$ cat src/rtl/mdu_div_iter.sv
// Iterative RV32M divide unit (DIV, DIVU, REM, REMU) for the execute stage.
// The quotient is developed one bit per cycle with a radix-2 restoring
// algorithm on operand magnitudes. Signs are applied in a final fix-up cycle.
// Divide-by-zero and signed overflow are answered immediately on accept.
module mdu_div_iter #(
  parameter int XLEN = 32
) (
  input  logic            clk,
  input  logic            rst,
  input  logic            start_i,
  input  logic [1:0]      op_i,
  input  logic [XLEN-1:0] dividend_i,
  input  logic [XLEN-1:0] divisor_i,
  input  logic [4:0]      rd_i,
  input  logic            flush_i,
  output logic            stall_o,
  output logic            busy_o,
  output logic            done_o,
  output logic [XLEN-1:0] result_o,
  output logic [4:0]      rd_o
);

  localparam int CW = $clog2(XLEN) + 1;
  localparam logic [XLEN-1:0] MIN_NEG = {1'b1, {(XLEN-1){1'b0}}};

  typedef enum logic [1:0] {S_IDLE, S_CALC, S_FIX, S_DONE} state_e;

  state_e          state_q;
  logic [XLEN-1:0] rem_q, quo_q, dvsr_q, result_q;
  logic [CW-1:0]   cnt_q;
  logic [1:0]      op_q;
  logic [4:0]      rd_q, rd_out_q;
  logic            neg_quo_q, neg_rem_q, done_q;

  logic            can_accept, accept;
  logic            is_signed, a_neg, b_neg, div_zero, overflow;
  logic [XLEN-1:0] a_mag, b_mag, special_result;
  logic [XLEN:0]   rem_shift, trial;
  logic [XLEN-1:0] rem_d, quo_d;
  logic [XLEN-1:0] quo_fix, rem_fix, fix_result;

  assign can_accept = (state_q == S_IDLE) || (state_q == S_DONE);
  assign accept     = start_i && can_accept && !flush_i;

  // Operand decode for a new op: magnitudes, sign flags and the two special cases.
  // NOTE: every always_comb output gets a default first so no latch is inferred.
  always_comb begin
    is_signed      = ~op_i[0];
    a_neg          = is_signed & dividend_i[XLEN-1];
    b_neg          = is_signed & divisor_i[XLEN-1];
    a_mag          = a_neg ? (~dividend_i + 1'b1) : dividend_i;
    b_mag          = b_neg ? (~divisor_i + 1'b1) : divisor_i;
    div_zero       = (divisor_i == '0);
    overflow       = is_signed && (dividend_i == MIN_NEG) && (&divisor_i);
    special_result = '0;
    if (div_zero)      special_result = op_i[1] ? dividend_i : '1;
    else if (overflow) special_result = op_i[1] ? '0 : MIN_NEG;
  end

  // One restoring step: the trial subtract is XLEN+1 bits so the shifted-out
  // remainder bit takes part in the compare.
  always_comb begin
    rem_shift = {rem_q, quo_q[XLEN-1]};
    trial     = rem_shift - {1'b0, dvsr_q};
    rem_d     = trial[XLEN] ? rem_shift[XLEN-1:0] : trial[XLEN-1:0];
    quo_d     = {quo_q[XLEN-2:0], ~trial[XLEN]};
  end

  // Sign fix-up and quotient/remainder selection.
  always_comb begin
    quo_fix    = neg_quo_q ? (~quo_q + 1'b1) : quo_q;
    rem_fix    = neg_rem_q ? (~rem_q + 1'b1) : rem_q;
    fix_result = op_q[1] ? rem_fix : quo_fix;
  end

  // Pipeline hold: the accept cycle plus every CALC/FIX cycle, never while flushing.
  assign stall_o  = rst && !flush_i && (accept || state_q == S_CALC || state_q == S_FIX);
  assign busy_o   = (state_q == S_CALC) || (state_q == S_FIX);
  assign done_o   = done_q;
  assign result_o = result_q;
  assign rd_o     = rd_out_q;

  // Control FSM and datapath registers; flush dominates everything.
  // NOTE: sequential state uses non-blocking assignments only; every register,
  // datapath included, is cleared by the asynchronous reset.
  always_ff @(posedge clk or negedge rst) begin
    if (!rst) begin
      state_q   <= S_IDLE;
      rem_q     <= '0;
      quo_q     <= '0;
      dvsr_q    <= '0;
      result_q  <= '0;
      cnt_q     <= '0;
      op_q      <= '0;
      rd_q      <= '0;
      rd_out_q  <= '0;
      neg_quo_q <= 1'b0;
      neg_rem_q <= 1'b0;
      done_q    <= 1'b0;
    end else if (flush_i) begin
      state_q <= S_IDLE;
      done_q  <= 1'b0;
    end else begin
      unique case (state_q)
        S_IDLE, S_DONE: begin
          done_q  <= 1'b0;
          state_q <= S_IDLE;
          if (accept) begin
            op_q      <= op_i;
            rd_q      <= rd_i;
            quo_q     <= a_mag;
            dvsr_q    <= b_mag;
            rem_q     <= '0;
            neg_quo_q <= a_neg ^ b_neg;
            neg_rem_q <= a_neg;
            cnt_q     <= CW'(XLEN);
            if (div_zero || overflow) begin
              result_q <= special_result;
              rd_out_q <= rd_i;
              done_q   <= 1'b1;
              state_q  <= S_DONE;
            end else begin
              state_q <= S_CALC;
            end
          end
        end
        S_CALC: begin
          rem_q <= rem_d;
          quo_q <= quo_d;
          cnt_q <= cnt_q - 1'b1;
          if (cnt_q == CW'(1)) state_q <= S_FIX;
        end
        S_FIX: begin
          result_q <= fix_result;
          rd_out_q <= rd_q;
          done_q   <= 1'b1;
          state_q  <= S_DONE;
        end
        default: state_q <= S_IDLE;
      endcase
    end
  end

endmodule

$ cat config.mk
export PLATFORM = sky130hd
export DESIGN_NAME = mdu_div_iter
export DESIGN_NICKNAME = d
export VERILOG_FILES = /design/src/rtl/mdu_div_iter.sv
export SDC_FILE = /design/constraint.sdc
export NUM_CORES = 1
export LEC_CHECK = 0
export ABC_AREA = 1
export CAP_MARGIN = 10
export CORE_MARGIN = 5
export CORE_UTILIZATION = 50
export DETAILED_ROUTE_END_ITERATION = 12
export GPL_ROUTABILITY_DRIVEN = 0
export MAX_ROUTING_LAYER = met4
export PLACE_DENSITY_LB_ADDON = 0.05
export SLEW_MARGIN = 5
export SYNTH_ARGS = -nofsm -noshare
export SYNTH_HDL_FRONTEND = slang
export SYNTH_SLANG_ARGS = --single-unit
export TNS_END_PERCENT = 30
$ cat constraint.sdc
create_clock -name clk -period 2.8 [get_ports clk]
set_input_delay 0.56 -clock clk [delete_from_list [all_inputs] [get_ports clk]]
set_output_delay 0.56 -clock clk [all_outputs]
set_load 0.02 [all_outputs]
**Yosys cells after proc, flatten, opt, wreduce, memory -nomap -nowiden**

Index checks and enable logic that the tools add are counted.

- Bitwise logic cells: 10
- Mux-type cells: 31
- Reductions and logical operators: 22
- $add $sub $neg: 6
- Equal/unequal tests: 8

Operators by type and width:

| kind | number |
|---|---|
| 32-bit two-way mux | 14 |
| 32-bit case mux with 2 select lines | 3 |
| 32-bit by 1-bit adder with 32-bit output, second input constant | 4 |
| 32-bit inverter | 4 |
| 33-bit by 32-bit subtractor with 33-bit output | 1 |
| 32-bit == test, second input constant | 1 |
| 32-bit zero test | 1 |
| 32-bit AND reduction | 1 |
| 6-bit case mux with 2 select lines | 1 |
| 5-bit two-way mux | 2 |
| 5-bit case mux with 2 select lines | 1 |
| 2-bit two-way mux | 4 |
| 6-bit by 1-bit == test with 1-bit output, second input constant | 1 |
| 1-bit logical AND | 6 |
| 6-bit two-way mux | 1 |
| 2-bit case mux with 3 select lines | 1 |
| 3-bit AND reduction | 2 |
| 6-bit by 1-bit subtractor with 6-bit output, second input constant | 1 |
| 1-bit logical OR | 5 |
| 2-bit == test, second input constant | 2 |
| 2-bit inequality test, second input constant | 2 |
| 4-bit AND reduction | 1 |
| 2-bit nonzero test | 2 |
| 1-bit two-way mux | 3 |
| 10 further kinds | 13 |

- Output and inout bits: 40
- Register bits after elaboration: 151
- Logic and storage cells: 89

**Longest topological paths before layout**

- Depth after elaboration: 8
- Mapped depth: 16
- Mapped depth without buffers: 16

**Worst setup path before layout**

Ideal clock, no wire load.

- Kind: flip-flop to flip-flop
- Start: register quo_q[31]
- End: register rem_q[12]
- Stages on the path, launching flop included: 17
- Path buffers: 1
- Data arrival time: 2.063 ns
- Setup time: 0.117 ns
- Slack: 0.620 ns
- Cells stage by stage: dfrtp_1 > inv_1 > ha_1 > fa_1 > nor2_1 > o21ai_1 > nand2_1 > nand2_1 > nand2_2 > nand2_1 > nand2_1 > nand2_1 > nand2_4 > buf_6 > nand2_1 > nand3_1 > nand2_1

- Cells in the longest elaborated chain, start to end: 3

RTL lines:

| element | RTL line | text |
|---|---|---|
| start, declared | 29 | `logic [XLEN-1:0] rem_q, quo_q, dvsr_q, result_q;` |
| start signal, assigned | 111 | `quo_q <= a_mag;` |
| start signal, assigned | 129 | `quo_q <= quo_d;` |
| 33-bit by 32-bit subtractor with 33-bit output | 64 | `trial = rem_shift - {1'b0, dvsr_q};` |
| 32-bit two-way mux | 65 | `rem_d = trial[XLEN] ? rem_shift[XLEN-1:0] : trial[XLEN-1:0];` |
| 32-bit case mux with 2 select lines | 104 | `unique case (state_q)` |
| end signal, assigned | 128 | `rem_q <= rem_d;` |
| end, declared | 29 |  |

No other way between the ends.
A chain may end at the register's enable or synchronous reset.

**Worst setup path after layout**

- Start: register quo_q[31]
- End: register rem_q[2]

The elaborated chain is that of the path after synthesis.

==> out/results.txt <==
Simple-Gate Fraction of Synth Area: 41.1%
Fin Setup TNS: 0 ns
Height of the die: 173 um
Synth Area in Compound Gates: 12.1%
RSZ-0062 raised after global routing: no
Fmax: 0.377 GHz
Post-DP Area: 15200 um2
Pre-CTS setup slack: 0.0585 ns
Core area: 26100 um2
Post-CTS Hold Buffers: 0
Syn_nets: 2329
Largest family of logic cells by synthesized area: simple AND/OR/NAND/NOR gates
Mux cell area share after synthesis: 0%
Count leader, synth: nand2_1
Setup-failing EPs final: 0
Setup Skew: 0.0161 ns
Crit path max fanout: 8
Hold crit path type: in2async
Max_slew headroom: 45.8%
Fin util: 60.5%
# DRC: 0
Unique masters post-synth: 42
Clock Pin Slew Worst Setup and Hold Paths: 0.07 ns
WL final: 45800 um
Crit Path Class: reg2reg
Actual slew at the worst max-slew pin: 0.813 ns
Vias: 15.0k
Cell Pwr Density: 851 nW/um2
Outcome: completed
Arrival time worst endpoint: 2.98 ns
Max-cap check violation count: 0
Most instantiated cells after synthesis: nand2_1, inv_1, nor2_1
Via density: 5.53
Initial antenna violation count: 0
Area leader, netlist: dfrtp_1
Pre-antenna DRT Iters: 6
Max-slew violations: 0
Antenna fix cells: 0
Mapped Area: 13300 um2
Seq cells post-synth: 150
DRT antenna net count: 0
Final net count: 2474
DR WL/cell: 16.9 um
Fin. Hold Viols: 0
Worst path required time: 3.12 ns
Total track usage: 30.5%
Post-CTS Setup Inserts: 0
Startpoint Class: register
Row Count: 59
Max Root-Sink Buffers: 2
Share of the synthesized area in the top cell type: 28.2%
First-pass GRT wire length: 72300 um
Ys async rst share: 100%
Vias in the first global route: 13.8k
Top area cells in the synthesized netlist: dfrtp_1, nand2_1, inv_1
XOR/XNOR Fraction of Synth Area: 4.08%
Endpoint type of the worst setup path: register
Avg Cell Area, Syn: 6.02 um2
GR Overflow Total: 0
Finished Cell Area: 15800 um2
Clock sink total: 150
H-Tree Depth: 4
Setup WS post-layout: 0.144 ns
DIE WIDTH: 173 um
CTS tree: built
Synth Flop Type: dfrtp_1
LEAKAGE: 0.00846 uW
Cell count after synthesis: 2212
Cell count after placement: 2673
Top Ports: 115
Worst vdd ir: 0.648 mV
Port Buf Inserts: 114
Area Growth Syn to Fin: 18.8%
Largest net degree at the start of global routing: 61
CTS buffer count: 17
Die area: 30000 um2
Starting Density: 50.9%
Post-synthesis adder-cell area fraction: 4.00%
Post-DP HPWL: 36300 um
Total number of yosys warnings: 0
Min Tclk post-route: 2.66 ns
Clock root cell: clkbuf_16
Fin cells: 2705
Share of layout cells above drive strength 1: 6.20%
Initial detailed-routing violation count: 1655
Period utilization: 94.9%
Clk_lat worst skew: 0.44 ns
Post-synth EDFFs: 0
Register area share after synthesis: 28.2%
## per-stage QoR
step                      power [uW]  hold WS, ns
final                          13500       0.0879
after global routing           14400       0.0922
after CTS                      13400       0.0817
after detailed placement       11000        0.467
after global placement         10900        0.465
after floorplan                 8350        0.264
## worst max-delay path, stage by stage (launching register included)
cell	delay, ns
dfrtp_1	0.40
inv_1	0.15
ha_1	0.25
fa_1	0.42
nor2_2	0.14
o21ai_1	0.08
nand2_1	0.13
nand2_1	0.08
nand2_2	0.08
nand2_2	0.09
nand2_1	0.10
nand2_1	0.09
nand2_4	0.14
buf_4	0.18
nand2_1	0.07
nand3_1	0.08
nand2_1	0.05
## state kept, by name, indices dropped and copies added (netlist names)
| signal | cells |
|---|---|
| cnt_q | 6 |
| quo_q | 32 |
| rd_o | 5 |
| neg_quo_q | 1 |
| state_q | 2 |
| result_o | 32 |
| dvsr_q | 32 |
| op_q | 1 |
| done_o | 1 |
| rd_q | 5 |
| neg_rem_q | 1 |
| rem_q | 32 |
## power by group
part	internal [uW]	switching, uW	total (uW)
Combinational	2620	4830	7440
Clock	1270	1090	2360
Sequential	2960	694	3660
## layout make-up
cell class	instances	area (um2)
multi-input combinational	1711	8180
sequential	150	3750
tap	335	419
timing repair buffer	195	1820
clock inverter	14	161
clock buffer	18	429
inverter	282	1060
fill	2601	10300
## per-layer routing
layer	part of all wire [%]	global-route usage, %	up-vias
li1	-	-	7353
met1	45	43.6	6886
met2	44	45.4	625
met3	8.0	4.17	86
met4	2.8	8.85	0
met5	0	-	-
## final timing paths
check                           slack (ns)  depth (start not counted)                  endpoint                startpoint
worst max-delay path                  0.14                         16      rem_q[2]$_DFFE_PN0P_     quo_q[31]$_DFFE_PN0P_
worst min-delay path                  0.09                          2     rem_q[31]$_DFFE_PN0P_                       rst
worst max register to register        0.14                         16      rem_q[2]$_DFFE_PN0P_     quo_q[31]$_DFFE_PN0P_
worst min register to register        0.49                          2  result_o[16]$_DFFE_PN0P_  result_o[16]$_DFFE_PN0P_
max in group asynchronous             1.50                          3     rem_q[18]$_DFFE_PN0P_                       rst
min in group clk                      0.49                          2  result_o[16]$_DFFE_PN0P_  result_o[16]$_DFFE_PN0P_
## layout by cell type, fill, tap and decap left out, types with 2 or more instances in the layout
| cell type | Yosys | layout |
|---|---|---|
| nand2_1 | 779 | 778 |
| inv_1 | 274 | 274 |
| nor2_1 | 253 | 252 |
| nand3_1 | 185 | 185 |
| dfrtp_1 | 150 | 150 |
| o21ai_0 | 132 | 132 |
| clkdlybuf4s50_1 | 0 | 112 |
| buf_4 | 8 | 76 |
| a21oi_1 | 70 | 70 |
| nand4_1 | 46 | 46 |
| xor2_1 | 42 | 42 |
| ha_1 | 41 | 39 |
| o21ai_1 | 23 | 23 |
| xnor2_1 | 20 | 20 |
| a22oi_1 | 19 | 19 |
| clkbuf_16 | 0 | 17 |
| o211ai_1 | 14 | 14 |
| o221ai_1 | 14 | 14 |
| nor3_1 | 12 | 12 |
| nand3b_1 | 11 | 11 |
| o21bai_1 | 9 | 9 |
| or2_2 | 8 | 8 |
| a31oi_1 | 6 | 6 |
| inv_2 | 6 | 6 |
| nor2_2 | 6 | 6 |
| inv_6 | 0 | 5 |
| buf_12 | 0 | 5 |
| nand2_2 | 3 | 4 |
| nor4_1 | 3 | 3 |
| and2_1 | 3 | 3 |
| inv_8 | 0 | 3 |
| clkinv_1 | 2 | 2 |
| o22ai_1 | 2 | 2 |
| nor2_4 | 1 | 2 |
| or2_0 | 2 | 2 |
| ha_2 | 0 | 2 |
| clkinv_8 | 0 | 2 |
## cells by family (layout without fill, tap and decap cells)
| logic type | count (synthesis) | count (layout) |
|---|---|---|
| adder cells (fa/ha/maj) | 42 | 42 |
| AND/OR/NAND/NOR | 1318 | 1318 |
| AO/OA/AOI/OAI | 289 | 289 |
| flip-flops | 150 | 150 |
| XOR/XNOR | 62 | 62 |
| buffers and inverters | 351 | 509 |
## timing repair
| item | 4_1_cts | 5_1_grt |
|---|---|---|
| setup endpoints to repair | 0 | 9 |
| gates resized for setup | 0 | 5 |
| hold endpoints to repair | 0 | 0 |
No activity file was read; power rests on OpenSTA's default activity.
